### config.mk
export PLATFORM = sky130hd
export DESIGN_NAME = hash_result_scan
export DESIGN_NICKNAME = d
export VERILOG_FILES = /design/src/rtl/bitcoin_pkg.sv /design/src/rtl/hash_min_tracker.sv /design/src/rtl/hash_result_scan.sv
export SDC_FILE = /design/constraint.sdc
export NUM_CORES = 1
export LEC_CHECK = 0
export ABC_AREA = 1
export BUFFER_PORTS_ARGS = -buffer_cell sky130_fd_sc_hd__clkbuf_2
export CAP_MARGIN = 20
export CORE_UTILIZATION = 57
export CTS_CLUSTER_DIAMETER = 50
export CTS_CLUSTER_SIZE = 10
export DETAILED_ROUTE_END_ITERATION = 8
export PLACE_DENSITY = 0.89
export SYNTH_ARGS = -nofsm -noshare
export SYNTH_HDL_FRONTEND = slang
export SYNTH_SLANG_ARGS = --single-unit
### constraint.sdc
create_clock -name clk -period 3.7 [get_ports clk]
set_input_delay 0.74 -clock clk [delete_from_list [all_inputs] [get_ports clk]]
set_output_delay 0.74 -clock clk [all_outputs]
set_load 0.03 [all_outputs]
### src/rtl/bitcoin_pkg.sv
// rtl/bitcoin_pkg.sv - shared types, constants and summary-word layout for the hash result scanner
// Contents: scan FSM state enum, default scan depth, summary-word field positions, summary packer.
package bitcoin_pkg;

  typedef enum logic [2:0] {
    ST_IDLE,
    ST_READ,
    ST_DRAIN,
    ST_WR_SUM0,
    ST_WR_SUM1
  } scan_state_e;

  localparam int MAX_RESULTS_DEFAULT = 16;

  // Width of counts and indices (num_results, hit_count, best index).
  localparam int CNT_W = 5;

  // Summary word 0 layout: {found, 10'b0, hit_count[4:0], best_idx[15:0]}.
  localparam int SUM_FOUND_BIT = 31;
  localparam int SUM_HITS_LSB  = 16;
  localparam int SUM_IDX_W     = 16;

  localparam logic [31:0] HASH_INIT = 32'hFFFF_FFFF;

  function automatic logic [31:0] pack_summary(input logic             found,
                                               input logic [CNT_W-1:0] hits,
                                               input logic [CNT_W-1:0] idx);
    logic [31:0] w;
    w = '0;
    w[SUM_FOUND_BIT]           = found;
    w[SUM_HITS_LSB +: CNT_W]   = hits;
    w[0 +: SUM_IDX_W]          = SUM_IDX_W'(idx);
    return w;
  endfunction

endpackage

### src/rtl/hash_min_tracker.sv
// rtl/hash_min_tracker.sv - running minimum and below-target hit counter over captured hash words
// Ports: clk, reset (sync, active-high); clear re-initialises for a new run; valid/index/data
// present one captured word; target is the hit threshold; best_idx/best_hash/hit_count are
// the running results.
module hash_min_tracker
  import bitcoin_pkg::*;
(
  input  logic             clk,
  input  logic             reset,
  input  logic             clear,
  input  logic             valid,
  input  logic [CNT_W-1:0] index,
  input  logic [31:0]      data,
  input  logic [31:0]      target,
  output logic [CNT_W-1:0] best_idx,
  output logic [31:0]      best_hash,
  output logic [CNT_W-1:0] hit_count
);

  logic [CNT_W-1:0] best_idx_q, best_idx_d;
  logic [31:0]      best_hash_q, best_hash_d;
  logic [CNT_W-1:0] hit_count_q, hit_count_d;

  always_comb begin
    best_idx_d  = best_idx_q;
    best_hash_d = best_hash_q;
    hit_count_d = hit_count_q;
    if (clear) begin
      best_idx_d  = '0;
      best_hash_d = HASH_INIT;
      hit_count_d = '0;
    end else if (valid) begin
      // Strict compare: an equal later word never displaces the earlier index.
      if (data < best_hash_q) begin
        best_idx_d  = index;
        best_hash_d = data;
      end
      if (data < target) begin
        hit_count_d = hit_count_q + 1'b1;
      end
    end
  end

  always_ff @(posedge clk) begin
    if (reset) begin
      best_idx_q  <= '0;
      best_hash_q <= HASH_INIT;
      hit_count_q <= '0;
    end else begin
      best_idx_q  <= best_idx_d;
      best_hash_q <= best_hash_d;
      hit_count_q <= hit_count_d;
    end
  end

  assign best_idx  = best_idx_q;
  assign best_hash = best_hash_q;
  assign hit_count = hit_count_q;

endmodule

### src/rtl/hash_result_scan.sv
// rtl/hash_result_scan.sv - scans hash result words in memory, finds the minimum and counts hits, writes a 2-word summary
// Ports: clk, reset (sync, active-high); start/result_addr/status_addr/num_results/target set up a run;
// done is high in IDLE; mem_* is the shared memory port (1-cycle read latency);
// found/hit_count/best_nonce/best_hash report the last run.
module hash_result_scan
  import bitcoin_pkg::*;
#(
  parameter int          MAX_RESULTS = MAX_RESULTS_DEFAULT,
  parameter logic [31:0] NONCE_BASE  = 32'd0
) (
  input  logic              clk,
  input  logic              reset,
  input  logic              start,
  input  logic [15:0]       result_addr,
  input  logic [15:0]       status_addr,
  input  logic [CNT_W-1:0]  num_results,
  input  logic [31:0]       target,
  output logic              done,
  output logic              mem_clk,
  output logic              mem_we,
  output logic [15:0]       mem_addr,
  output logic [31:0]       mem_write_data,
  input  logic [31:0]       mem_read_data,
  output logic              found,
  output logic [CNT_W-1:0]  hit_count,
  output logic [31:0]       best_nonce,
  output logic [31:0]       best_hash
);

  localparam logic [CNT_W-1:0] MAX_N = CNT_W'(MAX_RESULTS);

  scan_state_e      state_q, state_d;
  logic [15:0]      res_addr_q, res_addr_d;
  logic [15:0]      stat_addr_q, stat_addr_d;
  logic [31:0]      target_q, target_d;
  logic [CNT_W-1:0] n_q, n_d;
  logic [CNT_W-1:0] idx_q, idx_d;
  // Read data returns one cycle after its address; these tag the word on mem_read_data.
  logic             rd_valid_q, rd_valid_d;
  logic [CNT_W-1:0] rd_idx_q, rd_idx_d;

  logic [CNT_W-1:0] n_clamp;
  logic             trk_clear;
  logic [CNT_W-1:0] best_idx;

  assign n_clamp = (num_results > MAX_N) ? MAX_N : num_results;

  always_comb begin
    state_d        = state_q;
    res_addr_d     = res_addr_q;
    stat_addr_d    = stat_addr_q;
    target_d       = target_q;
    n_d            = n_q;
    idx_d          = idx_q;
    rd_valid_d     = 1'b0;
    rd_idx_d       = idx_q;
    trk_clear      = 1'b0;
    mem_we         = 1'b0;
    mem_addr       = '0;
    mem_write_data = '0;
    case (state_q)
      ST_IDLE: begin
        if (start) begin
          res_addr_d  = result_addr;
          stat_addr_d = status_addr;
          target_d    = target;
          n_d         = n_clamp;
          idx_d       = '0;
          trk_clear   = 1'b1;
          state_d     = (n_clamp == '0) ? ST_WR_SUM0 : ST_READ;
        end
      end
      ST_READ: begin
        mem_addr   = res_addr_q + 16'(idx_q);
        rd_valid_d = 1'b1;
        rd_idx_d   = idx_q;
        idx_d      = idx_q + 1'b1;
        if (idx_q == n_q - 1'b1) begin
          state_d = ST_DRAIN;
        end
      end
      ST_DRAIN: begin
        state_d = ST_WR_SUM0;
      end
      ST_WR_SUM0: begin
        mem_we         = 1'b1;
        mem_addr       = stat_addr_q;
        mem_write_data = pack_summary(found, hit_count, best_idx);
        state_d        = ST_WR_SUM1;
      end
      ST_WR_SUM1: begin
        mem_we         = 1'b1;
        mem_addr       = stat_addr_q + 16'd1;
        mem_write_data = best_hash;
        state_d        = ST_IDLE;
      end
      default: begin
        state_d = ST_IDLE;
      end
    endcase
  end

  always_ff @(posedge clk) begin
    if (reset) begin
      state_q     <= ST_IDLE;
      res_addr_q  <= '0;
      stat_addr_q <= '0;
      target_q    <= '0;
      n_q         <= '0;
      idx_q       <= '0;
      rd_valid_q  <= 1'b0;
      rd_idx_q    <= '0;
    end else begin
      state_q     <= state_d;
      res_addr_q  <= res_addr_d;
      stat_addr_q <= stat_addr_d;
      target_q    <= target_d;
      n_q         <= n_d;
      idx_q       <= idx_d;
      rd_valid_q  <= rd_valid_d;
      rd_idx_q    <= rd_idx_d;
    end
  end

  hash_min_tracker u_tracker (
    .clk       (clk),
    .reset     (reset),
    .clear     (trk_clear),
    .valid     (rd_valid_q),
    .index     (rd_idx_q),
    .data      (mem_read_data),
    .target    (target_q),
    .best_idx  (best_idx),
    .best_hash (best_hash),
    .hit_count (hit_count)
  );

  assign mem_clk    = clk;
  assign done       = (state_q == ST_IDLE);
  assign found      = (hit_count != '0);
  assign best_nonce = NONCE_BASE + 32'(best_idx);

endmodule

# --- Yosys cells after proc, flatten, opt, wreduce, memory -nomap -nowiden ---
# Cells that the tools add are included.
word_totals:
  register_bits: 125
  latch_bits: 0
  mem_bits_rw: 0
  mem_bits_ro: 0
  in_bits: 104
  out_inout_bits: 121
  elab_cells: 50
  mem_count: 0
op_classes:
  addsub: 5
  multipliers: 0
  div_mod_pow: 0
  magnitude_cmp: 3
  eq_ne: 7
  shifts: 0
  n_mux: 13
  bitwise: 0
  n_reduce_logical: 11
ops:
  columns: ["operator", "n"]
  rows:
  - ["$lt 32x32->1", 2]
  - ["$pmux 32 s2", 1]
  - ["$pmux 16 s3", 1]
  - ["$add 16x1->16 const B", 1]
  - ["$add 16x5->16", 1]
  - ["$pmux 3 s4", 1]
  - ["$add 5x1->5 const B", 2]
  - ["$mux 5", 2]
  - ["$pmux 5 s2", 1]
  - ["$reduce_and 2->1", 5]
  - ["$eq 3x2->1 const B", 2]
  - ["$mux 3", 2]
  - ["$eq 5x5->1", 1]
  - ["$gt 5x5->1 const B", 1]
  - ["$logic_not 5->1", 1]
  - ["$reduce_bool 5->1", 1]
  - ["$sub 5x1->5 const B", 1]
  - ["$mux 1", 4]
  - ["$ne 2x2->1 const B", 2]
  - ["$reduce_or 2->1", 2]
  - ["$eq 3x1->1 const B", 1]
  - ["$eq 3x3->1 const B", 1]
  - ["$logic_not 3->1", 1]
  - ["$mux 2", 1]
  - ["$reduce_bool 2->1", 1]

# --- Logic depth before layout (Yosys ltp) ---
depth:
  word_depth: 6
  depth_mapped: 15
  ltp_nobuf: 15

# --- Modules after synthesis ---
# A second synthesis with hierarchy kept.
hier_totals:
  cells_unflattened: 1186
  area_unflattened_um2: 8084.0
by_module_without_submodules:
  columns: ["mod", "instances", "cells_per_inst", "area_each_um2", "seq_area_each_um2"]
  rows:
  - ["hash_result_scan", 1, 709, 4668.2, 1661.6]
  - ["hash_min_tracker", 1, 477, 3415.8, 840.8]

==> impl_metrics.sql <==
INSERT INTO impl_metrics (metric_group, metric, value, unit) VALUES
('status', 'run_status', 'finished, final reports clean', ''),
('placed_design', 'routabilityCongestion', '0.902', ''),
('worst_setup_path', 'worst_ep_arrival', '2.68', 'ns'),
('placed_design', 'count_of_buffers_from_port_buffering', '197', ''),
('timing', 'post-route-period-util', '92.5', '%'),
('drt', 'vias_per_cell', '5.52', ''),
('drt', 'initialDrtViolationCount', '573', ''),
('power', 'seqPwrFrac', '35.3', '%'),
('drt', 'postRouteWirelength', '21300', 'um'),
('drt', 'wl_per_cell', '14.7', 'um'),
('floorplanning', 'floorplan.initialDensity', '58.4', '%'),
('clock_network', 'worstSkewPairLatency', '0.42', 'ns'),
('worst_setup_path', 'cp_data_required_time', '2.96', 'ns'),
('clock_network', 'clk_transition_reported_paths', '0.06', 'ns'),
('synth', 'netlist_instances', '1079', ''),
('worst_hold_path', 'worst_hold_path.num_cells', '2', ''),
('clock_network', 'clk_root_buffer_cell', 'clkbuf_16', ''),
('finish', 'design.final.nets', '1431', ''),
('worst_setup_path', 'worstPathMaxFanout', '6', ''),
('clock_network', 'cts-buffers-inserted', '17', ''),
('worst_hold_path', 'worstHoldPathType', 'reg2reg', ''),
('timing', 'rsz_0062_raised_after_global_routing', 'false', ''),
('global_route', 'grtUsageTotal', '30.5', '%'),
('synth', 'async_flop_share', '0', '%'),
('worst_setup_path', 'crit_path_end_kind', 'output pin', ''),
('synth', 'syn-mean-instance-area', '7.17', 'um2'),
('synth', 'post_synthesis_instance_area', '0.00774', 'mm2'),
('floorplanning', 'die_area', '0.0140', 'mm2'),
('clock_network', 'cts-resized-gates', '0', ''),
('synth', 'yosys_register_bits', '125', ''),
('clock_network', 'cts-htree-levels', '4', ''),
('timing', 'timing.final.crit_period', '3.42', 'ns'),
('synth', 'ys_dominant_reg_cell', 'dfxtp_1', ''),
('floorplanning', 'die_width', '119', 'um'),
('synth', 'synth-warning-count', '0', ''),
('global_route', 'grt_ovf', '0', ''),
('worst_setup_path', 'worstSetupPathType', 'reg2out', ''),
('timing', 'normalized_max_slew_margin', '47.7', '%'),
('drt', 'drc', '0', ''),
('power', 'netSwitchingPower', '1.43', 'mW'),
('power', 'clock_power_share', '42.1', '%'),
('global_route', 'grt_max_degree', '67', ''),
('global_route', 'antenna_found_initial', '0', ''),
('drt', 'via_count', '7969', ''),
('synth', 'synth.distinct_cells', '51', ''),
('power', 'switching_share', '32.2', '%'),
('synth', 'synth.top_cells.by_area', 'dfxtp_1 (32%), ha_1 (12%), nand2_1 (8.9%)', ''),
('synth', 'synth_largest_type_area_fraction', '32.3', '%'),
('timing', 'setup_tns', '0', 'ns'),
('clock_network', 'postCtsSetupRepairBufs', '0', ''),
('timing', 'report.final.hold_viol_count', '0', ''),
('synth', 'yosysTopAreaCell', 'dfxtp_1', ''),
('clock_network', 'tritoncts_clock_tree', 'done', ''),
('floorplanning', 'die_y', '119', 'um'),
('finish', 'layout.cells.most_common', 'clkbuf_2', ''),
('floorplanning', 'coreArea', '0.0132', 'mm2'),
('timing', 'finalMaxSlewViolations', '0', ''),
('power', 'power_frac_comb', '22.6', '%'),
('finish', 'post_route_cells_drive_above_1_share', '20.7', '%'),
('synth', 'synth-edff-count', '0', ''),
('timing', 'worst_slew_pin_slew', '0.784', 'ns'),
('synth', 'synth.yosys.seq_area_share', '32.3', '%'),
('power', 'power.static_leakage', '4.72', 'nW'),
('flow_run', 'timing.max_cap.violations', '0', ''),
('timing', 'final_setup_skew', '0.00908', 'ns'),
('floorplanning', 'io-pin-count', '225', ''),
('finish', 'most-common-layout-cells', 'clkbuf_2 (197), nand2_1 (183), inv_1 (148)', ''),
('worst_setup_path', 'worst_r2r_path_depth', '12', ''),
('drt', 'final_antenna_net_count', '0', ''),
('drt', 'drt_first_pass_iters', '6', ''),
('global_route', 'wire_length_of_the_first_global_routing_pass', '34100', 'um'),
('power', 'internal_power', '3.02', 'mW'),
('timing', 'finalHoldWorstSlack', '0.457', 'ns'),
('finish', 'n_antenna_cell', '0', ''),
('clock_network', 'clock_tree.buffer_depth', '2', ''),
('placed_design', 'place_hpwl', '15300', 'um'),
('floorplanning', 'placementRows', '42', ''),
('finish', 'area_growth', '19.6', '%'),
('timing', 'setup-violations-final', '0', ''),
('timing', 'timing.fmax', '292', 'MHz'),
('worst_setup_path', 'crit_path_start_kind', 'register', ''),
('finish', 'filler_cell_count', '1097', ''),
('power', 'irDropWorstVdd', '0.406', 'mV'),
('power', 'power_density', '481', 'mW/mm2'),
('clock_network', 'postCtsHoldBufs', '0', ''),
('global_route', 'first_global_vias', '7286', '');
-- power by group through the flow --
stage,clock [mW],sequential [mW],combinational (mW)
after floorplan,0.0405,1.63,0.700
after global placement,0.0338,1.59,0.951
after detailed placement,0.0338,1.59,0.984
after CTS,1.88,1.57,0.997
after global routing,1.95,1.58,1.12
final,1.87,1.57,1.01
-- kinds of logic after synthesis --
logic type               count (synthesis)  share of synthesized area [%]
XOR/XNOR                                11                           1.25
AND/OR/NAND/NOR                        403                           23.8
other                                    1                         0.0485
adder cells (fa/ha/maj)                 73                           11.9
flip-flops                             125                           32.3
AO/OA/AOI/OAI                          236                           16.5
buffers and inverters                  230                           14.2
-- per-layer routing --
metal | global-route usage, % | routed length (um)
met1 | 37.5 | 8730
met4 | 14.8 | 611
met2 | 51.4 | 10200
met3 | 5.74 | 1700
met5 | 0 | 0
-- metrics by stage --
stage | power [mW] | cells | util [%] | setup WS, ns | area, um2
2_1_floorplan | 2.37 | 1105 | - | 0.727 | 7830
3_3_place_gp | 2.57 | 1411 | 64.9 | 0.813 | 8600
3_5_place_dp | 2.61 | 1411 | 64.9 | 0.776 | 8600
4_1_cts | 4.45 | 1443 | 69.9 | 0.300 | 9250
5_1_grt | 4.65 | 1443 | 69.9 | 0.0367 | 9250
6_report | 4.45 | 1443 | 69.9 | 0.278 | 9250
-- sequential cells by signal, indices dropped and copies added (netlist names) --
| register | flops |
|---|---|
| idx_q | 5 |
| res_addr_q | 16 |
| target_q | 32 |
| rd_idx_q | 5 |
| state_q | 3 |
| u_tracker.best_hash | 32 |
| u_tracker.hit_count | 5 |
| n_q | 5 |
| u_tracker.best_idx | 5 |
| rd_valid_q | 1 |
| stat_addr_q | 16 |
-- layout make-up --
cell class	instances	area [um2]	area share, %
multi-input cells	750	4240	45.8
well taps	176	220	2.38
repair buffers	206	1060	11.4
inverters	153	574	6.21
flip-flops and latches	125	2500	27.0
clock buffers	19	444	4.80
clock inverters	14	214	2.31
-- worst paths after layout --
| path | to | slack [ns] | from |
|---|---|---|---|
| worst max-delay path | mem_addr[14] | 0.28 | idx_q[0]$_SDFFE_PP0P_ |
| worst min-delay path | target_q[7]$_SDFFE_PP0P_ | 0.46 | target_q[7]$_SDFFE_PP0P_ |
| worst max register to register | u_tracker.best_hash[30]$_SDFFE_PP1P_ | 1.09 | u_tracker.best_hash[5]$_SDFFE_PP1P_ |
| worst min register to register | target_q[7]$_SDFFE_PP0P_ | 0.46 | target_q[7]$_SDFFE_PP0P_ |
-- critical path, stage by stage, from the launching register on --
cell and delay (ns):
dfxtp_1 0.42, ha_1 0.25, fa_1 0.23, nand3_1 0.08
nand2_1 0.10, nand2_1 0.07, nand2_1 0.09, nand2_1 0.11
nor2_4 0.17, nand3_1 0.14, o21ai_1 0.16, nand3_1 0.10
o21ai_1 0.10, clkbuf_2 0.22
-- synth_stat cells (14+ instances only) --
cell type,number
inv_1,148
nor2_1,71
nand4_1,48
o21ai_0,83
ha_1,72
clkbuf_1,14
nand3_1,73
nand2_1,183
dfxtp_1,125
buf_4,35
a21oi_1,110
Power figures use the tool's default switching activity.
